`src/rtl/nes_mem_pkg.sv`:
```
// Shared CPU memory-map constants and the sprite DMA state encoding.
// The helper builds the source address with no carry from idx into page.
package nes_mem_pkg;

  localparam logic [15:0] REG_OAMADDR = 16'h2003;
  localparam logic [15:0] REG_OAMDATA = 16'h2004;
  localparam logic [15:0] REG_OAMDMA  = 16'h4014;

  typedef enum logic [2:0] {
    StIdle  = 3'd0,
    StHalt  = 3'd1,
    StRead  = 3'd2,
    StWrite = 3'd3,
    StDone  = 3'd4
  } dma_state_e;

  // Page and index are concatenated, so page FF stays inside FF00..FFFF.
  function automatic logic [15:0] dma_src_addr(input logic [7:0] page, input logic [7:0] idx);
    return {page, idx};
  endfunction

endpackage

```
`src/rtl/oam_dma_ctrl.sv`:
```
// Sprite DMA sequencer: halts the CPU and replays read/write pairs on the mem_decode port,
// copying one CPU page into SPRAM through the OAMDATA register; otherwise a bus pass-through.
module oam_dma_ctrl
  import nes_mem_pkg::*;
#(
  parameter logic [15:0] DMA_REG_ADDR    = REG_OAMDMA,
  parameter logic [15:0] SPRAM_DATA_ADDR = REG_OAMDATA,
  parameter int unsigned XFER_LEN        = 256,
  parameter int unsigned READ_LATENCY    = 1
) (
  input  logic        clk,
  input  logic        rst,
  input  logic [15:0] cpu_addr,
  input  logic [7:0]  cpu_data_in,
  input  logic        cpu_write_en,
  input  logic        cpu_read_en,
  output logic [7:0]  cpu_data_out,
  output logic        cpu_rdy,
  output logic [15:0] mem_addr,
  output logic [7:0]  mem_data_in,
  output logic        mem_write_en,
  output logic        mem_read_en,
  input  logic [7:0]  mem_data_out,
  output logic        dma_busy,
  output logic        dma_done
);

  localparam logic [7:0] LAST_IDX = 8'(XFER_LEN - 1);
  localparam logic [1:0] LAST_LAT = 2'(READ_LATENCY);

  dma_state_e state_q, state_d;
  logic [7:0] page_q, page_d;
  logic [7:0] idx_q, idx_d;
  logic [1:0] lat_q, lat_d;
  logic [7:0] byte_q, byte_d;

  always_ff @(posedge clk or negedge rst) begin
    if (!rst) begin
      state_q <= StIdle;
      page_q  <= 8'h00;
      idx_q   <= 8'h00;
      lat_q   <= 2'd0;
      byte_q  <= 8'h00;
    end else begin
      state_q <= state_d;
      page_q  <= page_d;
      idx_q   <= idx_d;
      lat_q   <= lat_d;
      byte_q  <= byte_d;
    end
  end

  always_comb begin
    state_d      = state_q;
    page_d       = page_q;
    idx_d        = idx_q;
    lat_d        = lat_q;
    byte_d       = byte_q;
    mem_addr     = 16'h0000;
    mem_data_in  = 8'h00;
    mem_write_en = 1'b0;
    mem_read_en  = 1'b0;
    cpu_rdy      = 1'b0;
    dma_done     = 1'b0;

    unique case (state_q)
      StIdle: begin
        // The trigger write itself still reaches mem_decode.
        mem_addr     = cpu_addr;
        mem_data_in  = cpu_data_in;
        mem_write_en = cpu_write_en;
        mem_read_en  = cpu_read_en;
        cpu_rdy      = 1'b1;
        if (cpu_write_en && (cpu_addr == DMA_REG_ADDR)) begin
          page_d  = cpu_data_in;
          idx_d   = 8'h00;
          lat_d   = 2'd0;
          state_d = StHalt;
        end
      end
      StHalt: begin
        lat_d   = 2'd0;
        state_d = StRead;
      end
      StRead: begin
        mem_addr    = dma_src_addr(page_q, idx_q);
        mem_read_en = (lat_q == 2'd0);
        if (lat_q == LAST_LAT) begin
          byte_d  = mem_data_out;
          lat_d   = 2'd0;
          state_d = StWrite;
        end else begin
          lat_d = lat_q + 2'd1;
        end
      end
      StWrite: begin
        mem_addr     = SPRAM_DATA_ADDR;
        mem_data_in  = byte_q;
        mem_write_en = 1'b1;
        if (idx_q == LAST_IDX) begin
          state_d = StDone;
        end else begin
          idx_d   = idx_q + 8'd1;
          state_d = StRead;
        end
      end
      StDone: begin
        dma_done = 1'b1;
        cpu_rdy  = 1'b1;
        state_d  = StIdle;
      end
      default: begin
        state_d = StIdle;
      end
    endcase
  end

  assign dma_busy     = (state_q != StIdle);
  assign cpu_data_out = mem_data_out;

endmodule
```
`config.mk`:
```
export PLATFORM = sky130hd
export DESIGN_NAME = oam_dma_ctrl
export DESIGN_NICKNAME = d
export VERILOG_FILES = /design/src/rtl/nes_mem_pkg.sv /design/src/rtl/oam_dma_ctrl.sv
export SDC_FILE = /design/constraint.sdc
export NUM_CORES = 1
export LEC_CHECK = 0
export ABC_AREA = 1
export ABC_CLOCK_PERIOD_IN_PS = 3670
export CORE_ASPECT_RATIO = 1.1
export CORE_MARGIN = 2
export CORE_UTILIZATION = 35
export DETAILED_ROUTE_END_ITERATION = 10
export PLACE_DENSITY = 0.67
export SYNTH_ARGS = -nofsm -noshare
export SYNTH_HDL_FRONTEND = slang
export SYNTH_SLANG_ARGS = --single-unit
```
`constraint.sdc`:
```
create_clock -name clk -period 3.67 [get_ports clk]
set_clock_uncertainty 0.05 [all_clocks]
set_input_delay 0.5505 -clock clk [delete_from_list [all_inputs] [get_ports clk]]
set_output_delay 0.5505 -clock clk [all_outputs]
set_load 0.02 [all_outputs]
```
==> qor.csv, run 1 <==
stage;metric;value;unit
critical_path;rr_startpoint;state_q[2];
sta;slew_violations;0;
yosys;ys_ff_latch;29;
pwr;p_sw;0.172;mW
clock_network;cts-root-buf;clkbuf_8;
job;maxCapViolations;0;
run_status;status;finished clean;
critical_path;crit_path_top_delay_cell;clkdlybuf4s50_1;
critical_path;required;3.07;ns
yosys;ys_seq_area_share;39.5;%
sta;relSlewSlack;68.5;%
global_routing;grt.total_usage;19.4;%
critical_path;path_max_fanout;17;
pwr;power_frac_seq;48.5;%
critical_path;crit_path_frequent_cell;inv_2;
pwr;leakagePower;1.18;nW
routing;antenna_left;0;
routing;drc;0;
die;pin_count;73;
yosys;synth.distinct_cells;28;
global_routing;gr-total-overflow;0;
clock_network;cts_buffer_depth;2;
yosys;synth_warnings;0;
pwr;swShare;25.6;%
pwr;ir_drop;0.000161;V
critical_path;startpoint;state_q[0];
critical_path;criticalPathCategory;register to output pin;
critical_path;endpoint_kind;output pin;
critical_path;cp_num_buf_inv;3;
layout;syn_to_final_growth;43.6;%
clock_network;post_cts_buffers;0;
sta;worst_slew_pin_slew;0.471;ns
layout;nets;352;
routing;wl_per_cell;14.0;um
die;core_area;0.00503;mm^2
routing;post_drt_via_cell_ratio;4.97;
critical_path;crit_arrival;2.20;ns
pwr;pwr-share-comb;11.2;%
placement;place_congestion;0.834;
pwr;clock_power_share;40.3;%
sta;period_share;76.4;%
pwr;p_total;0.674;mW
die;rows;27;
critical_path;slowest_delay;0.63;ns
pwr;p_int;0.501;mW
global_routing;grt_pass1_wl;8760;um
die;start_util;36.5;%
yosys;syn_area_per_cell;7.44;um^2
layout;drive_gt1_share;11.4;%
placement;dp_hpwl;3840;um
sta;fin_tns_setup;0;ns
global_routing;grt_max_degree;30;
die;die_x;73.1;um
sta;setup_ws;0.868;ns
layout;mostFrequentLayoutCell;nand2_1;
placement;dp_worst_setup_slack;1.20;ns
routing;drt_iter0_drc;161;
layout;antenna_cells_inserted;0;
placement;place.port_buffers;72;
yosys;synth_nets;284;
die;dieArea;0.00585;mm^2
sta;period_minus_slack;2.80;ns
yosys;synth_cells;247;
die;dieHeight;80.0;um
min_path;holdCritPathClass;register to register;
critical_path;cp_top_family;buffers and inverters;
clock_network;ctsResizeCount;0;
clock_network;clock_latency;0.29;ns
clock_network;clk_pin_slew_worst_paths;0.08;ns
sta;fmax;357;MHz
routing;vias;1859;
sta;hold_violations;0;
yosys;synth_area;0.00184;mm^2
layout;layout_common_cells;nand2_1 (76), clkdlybuf4s50_1 (72), dfrtp_1 (29);
min_path;min-delay-start;byte_q[6];
global_routing;grt_pass1_vias;1892;
sta;setup_violations;0;
clock_network;cts_buffers;5;
placement;dp.cells;366;
global_routing;antenna_found_initial;0;
clock_network;cts.sinks;29;
pwr;power.density;255;mW/mm^2
clock_network;postCtsHoldBufs;0;
routing;wl;5230;um
sta;rsz0062_at_grt;no;
clock_network;cts_tree;done;
sta;hold_ws;0.430;ns
critical_path;startpoint_type;register;
routing;first_pass_iters;4;
layout;fin_cells;374;
clock_network;h-tree-depth;2;
critical_path;crit_chain;inv_2, nand2_4, nor2_8, inv_2, o21ai_0, clkdlybuf4s50_1;
-- synth_stat cells --
| cell | count | area, um^2 |
|---|---|---|
| o21ai_1 | 2 | 10.0 |
| nor2_1 | 15 | 56.3 |
| nand2_1 | 76 | 285 |
| a22o_1 | 6 | 52.6 |
| buf_4 | 8 | 60.1 |
| dfrtp_1 | 29 | 726 |
| nor2_2 | 2 | 12.5 |
| nand3_1 | 26 | 130 |
| nand4_1 | 1 | 6.26 |
| nand2_2 | 3 | 18.8 |
| nor3_1 | 2 | 10.0 |
| nand2_4 | 3 | 33.8 |
| inv_1 | 26 | 97.6 |
| nor2_8 | 1 | 20.0 |
| inv_4 | 2 | 12.5 |
| nand3_4 | 1 | 17.5 |
| or2_2 | 1 | 6.26 |
| inv_2 | 2 | 7.51 |
| ha_1 | 1 | 12.5 |
| buf_2 | 3 | 15.0 |
| nor2_4 | 1 | 11.3 |
| o21ai_0 | 19 | 95.1 |
| a21oi_1 | 2 | 10.0 |
| o31ai_1 | 1 | 7.51 |
| o21ai_2 | 9 | 78.8 |
| buf_6 | 2 | 22.5 |
| o22ai_1 | 2 | 12.5 |
| nand3_2 | 1 | 10.0 |
-- registers in the layout (all words and copies together) (netlist names) --
register,flops
byte_q,8
idx_q,8
lat_q,2
page_q,8
state_q,3
-- power by group through the flow --
| stage | registers (mW) | clock network, mW | logic, mW |
|---|---|---|---|
| finish | 0.327 | 0.271 | 0.0756 |
| global route | 0.327 | 0.291 | 0.0824 |
| CTS | 0.327 | 0.279 | 0.0766 |
| detailed placement | 0.333 | 0 | 0.0764 |
| global placement | 0.333 | 0 | 0.0762 |
| floorplan | 0.332 | 0 | 0.0228 |
-- worst paths after layout --
path,to,cells after the start,slack [ns]
worst max-delay path,mem_addr[11],6,0.87
worst min-delay path,byte_q[6],2,0.43
worst max register to register,idx_q[7],7,2.01
worst min register to register,byte_q[6],2,0.43
max in group asynchronous,byte_q[2],2,2.68
min in group asynchronous,byte_q[5],2,0.59
-- metrics by stage --
| step | util [%] | cell area, um^2 |
|---|---|---|
| 6_report | 52.4 | 2640 |
| 2_1_floorplan | - | 1840 |
| 5_1_grt | 52.4 | 2640 |
| 3_5_place_dp | 50.6 | 2550 |
| 4_1_cts | 52.4 | 2640 |
| 3_3_place_gp | 50.6 | 2550 |
-- worst min-delay path, delay by kind of cell, from the launching register on --
family           cells  cell delay (ns)
flip-flops           1             0.35
AND/OR/NAND/NOR      2             0.09
-- logic make-up (layout without fill, tap and decap cells) --
| kind of cell | count (synthesis) | after routing | synth area share, % |
|---|---|---|---|
| AOI/OAI and AO/OA | 41 | 41 | 14.5 |
| and+or+nand+nor | 133 | 133 | 33.6 |
| buffers and inverters | 43 | 112 | 11.7 |
| adders and majority gates | 1 | 1 | 0.681 |
| DFF | 29 | 29 | 39.5 |
-- layer usage --
metal | routed length (um) | global-route usage (%) | vias up
met4 | 34 | 5.00 | 0
li1 | - | - | 922
met5 | 0 | 0 | -
met2 | 2410 | 31.4 | 81
met1 | 2270 | 23.8 | 852
met3 | 517 | 7.70 | 4
-- final cells by class --
type	instances	area (um^2)
Tap cell	58	72.6
Clock buffer	5	68.8
Timing Repair Buffer	74	736
Sequential cell	29	726
Multi-Input combinational cell	175	897
Inverter	30	118
Clock inverter	3	22.5
Fill cell	482	2390
No activity file was read; power rests on OpenSTA's default activity.
==> inputs of run 2 (changes only) <==
Settings changed: ABC_CLOCK_PERIOD_IN_PS 3670 to 2400, PLACE_DENSITY 0.67 to 0.69.
Clock period 3.67 ns to 2.4 ns, I/O delays scaled along.
==> run 2 against run 1 <==
  * Critical path depth stayed put
  * Cell count is 0.53% higher
  * Die area stayed put
  * Combinational power is 53% higher
  * Critical path type unchanged
  * Critical endpoint is now mem_addr[2]
  * Highest routed layer unchanged
==> qor.csv, run 2 (synthesized netlist as in run 1, its figures left out) <==
stage;metric;value;unit
run_status;status;finished clean;
clock_network;h-tree-depth;2;
clock_network;cts_tree;done;
critical_path;crit_arrival;1.85;ns
critical_path;path_max_fanout;12;
critical_path;endpoint_kind;output pin;
critical_path;startpoint_type;register;
pwr;p_sw;0.236;mW
critical_path;required;1.99;ns
layout;antenna_cells_inserted;0;
layout;biggestRegsByFlops;byte_q: 8 flops, idx_q: 8 flops, page_q: 8 flops;
routing;vias;1888;
pwr;leakagePower;1.38;nW
global_routing;grt.total_usage;19.3;%
global_routing;grt_max_degree;30;
layout;drive_gt1_share;11.9;%
pwr;p_int;0.902;mW
sta;worst_slew_pin_slew;0.662;ns
pwr;power.density;423;mW/mm^2
layout;mostFrequentLayoutCell;nand2_1;
layout;multi_input_area;902;um^2
job;maxCapViolations;0;
clock_network;cts_buffer_depth;2;
die;dieArea;0.00585;mm^2
global_routing;grt_pass1_wl;8740;um
die;core_area;0.00503;mm^2
placement;place.port_buffers;72;
clock_network;cts_buffers;5;
die;start_util;36.5;%
die;rows;27;
routing;first_pass_iters;4;
sta;setup_violations;0;
sta;setup_ws;0.141;ns
placement;dp.cells;368;
layout;final_util;53.4;%
placement;place_congestion;0.869;
sta;fmax;443;MHz
pwr;swShare;20.7;%
critical_path;crit_chain;inv_2, nand2_4, nor2_8, nand2_1, nand2_1, clkdlybuf4s50_1;
critical_path;criticalPathCategory;register to output pin;
global_routing;gr-total-overflow;0;
routing;post_drt_via_cell_ratio;5.02;
pwr;clock_power_share;45.9;%
pwr;power_frac_seq;43.9;%
placement;post_dp_cell_area;0.00256;mm^2
die;pin_count;73;
routing;wl_per_cell;13.9;um
routing;antenna_left;0;
critical_path;reg2reg_slack;0.73;ns
routing;wl;5230;um
critical_path;rr_startpoint;state_q[0];
die;dieHeight;80.0;um
sta;hold_ws;0.410;ns
layout;syn_to_final_growth;46.2;%
global_routing;grt_pass1_vias;1911;
placement;dp_hpwl;4000;um
clock_network;cts-root-buf;clkbuf_8;
pwr;p_total;1.14;mW
layout;register_area;727;um^2
pwr;ir_drop;0.000227;V
sta;rsz0062_at_grt;no;
critical_path;crit_path_top_delay_cell;clkdlybuf4s50_1;
min_path;holdCritPathClass;input pin to asynchronous set/reset pin;
global_routing;antenna_found_initial;0;
layout;fin_cells;376;
clock_network;cts.sinks;29;
routing;drt_iter0_drc;109;
critical_path;timing.rr.end;page_q[7];
layout;nets;354;
clock_network;postCtsHoldBufs;0;
layout;layout_common_cells;nand2_1 (76), clkdlybuf4s50_1 (49), dfrtp_1 (28);
sta;period_share;94.1;%
layout;nFillCells;483;
clock_network;post_cts_buffers;0;
clock_network;clock_latency;0.28;ns
sta;period_minus_slack;2.26;ns
critical_path;reg2reg_depth;7;
critical_path;slowest_delay;0.60;ns
pwr;pwr-share-comb;10.2;%
die;die_x;73.1;um
critical_path;crit_path_frequent_cell;nand2_1;
sta;hold_violations;0;
sta;fin_tns_setup;0;ns
placement;dp_worst_setup_slack;0.152;ns
sta;relSlewSlack;55.7;%
sta;slew_violations;0;
clock_network;clk_pin_slew_worst_paths;0.07;ns
routing;drc;0;
layout;final_area;0.00269;mm^2
## run 2: cell types whose count changed in the layout (fill, tap and decap cells not counted)
cell	change
dfrtp_1	-1
clkinvlp_4	-3
dlymetal6s2s_1	+7
inv_6	+1
clkbuf_1	+1
clkdlybuf4s50_1	-23
nor2_2	-1
clkbuf_8	+1
inv_4	-1
buf_4	+2
dlygate4sd2_1	+16
nor2_4	+1
bufinv_16	+1
dfrtp_2	+1
## run 2: critical path: cells and delay by family (launching register included)
kind / cells / cell delay (ns)
AND/OR/NAND/NOR: 4 / 0.43
buffers and inverters: 2 / 0.72
flip-flops: 1 / 0.43
## run 2: per-layer routing
layer	routed length (um)	part of all wire, %	global-route usage [%]
met4	50	0.96	5.00
met2	2460	47	30.9
met1	2250	43	24.0
met5	0	0	0
met3	463	8.8	7.58
## run 2: power by group through the flow
| stage | clock, mW | sequential, mW | combinational (mW) |
|---|---|---|---|
| 2_1_floorplan | 0 | 0.508 | 0.0349 |
| 3_3_place_gp | 0 | 0.508 | 0.117 |
| 3_5_place_dp | 0 | 0.508 | 0.117 |
| 4_1_cts | 0.533 | 0.499 | 0.118 |
| 5_1_grt | 0.556 | 0.500 | 0.127 |
| 6_report | 0.522 | 0.500 | 0.116 |
## run 2: how the worst max path moves through the flow
stage	from	end	slack, ns	depth (start not counted)
finish	state_q[0]	mem_addr[2]	0.14	6
detailed placement	state_q[2]	mem_addr[11]	0.15	6
floorplan	state_q[0]	mem_data_in[0]	0.52	6
global placement	state_q[2]	mem_addr[7]	0.20	5
CTS	state_q[2]	mem_addr[1]	0.004	5
global route	state_q[1]	mem_data_in[1]	0.04	6
## run 2: final cells by class
type | instances | share of cell area (%)
multi-input combinational | 175 | 33.6
timing repair buffer | 76 | 27.9
sequential | 29 | 27.1
inverter | 30 | 4.47
clock buffer | 7 | 3.21
tap | 58 | 2.70
clock inverter | 1 | 1.12
## run 2: repair_timing
item	in CTS	in global routing
gates resized for setup	19	7
setup endpoints to repair	20	7
pin swaps	0	0
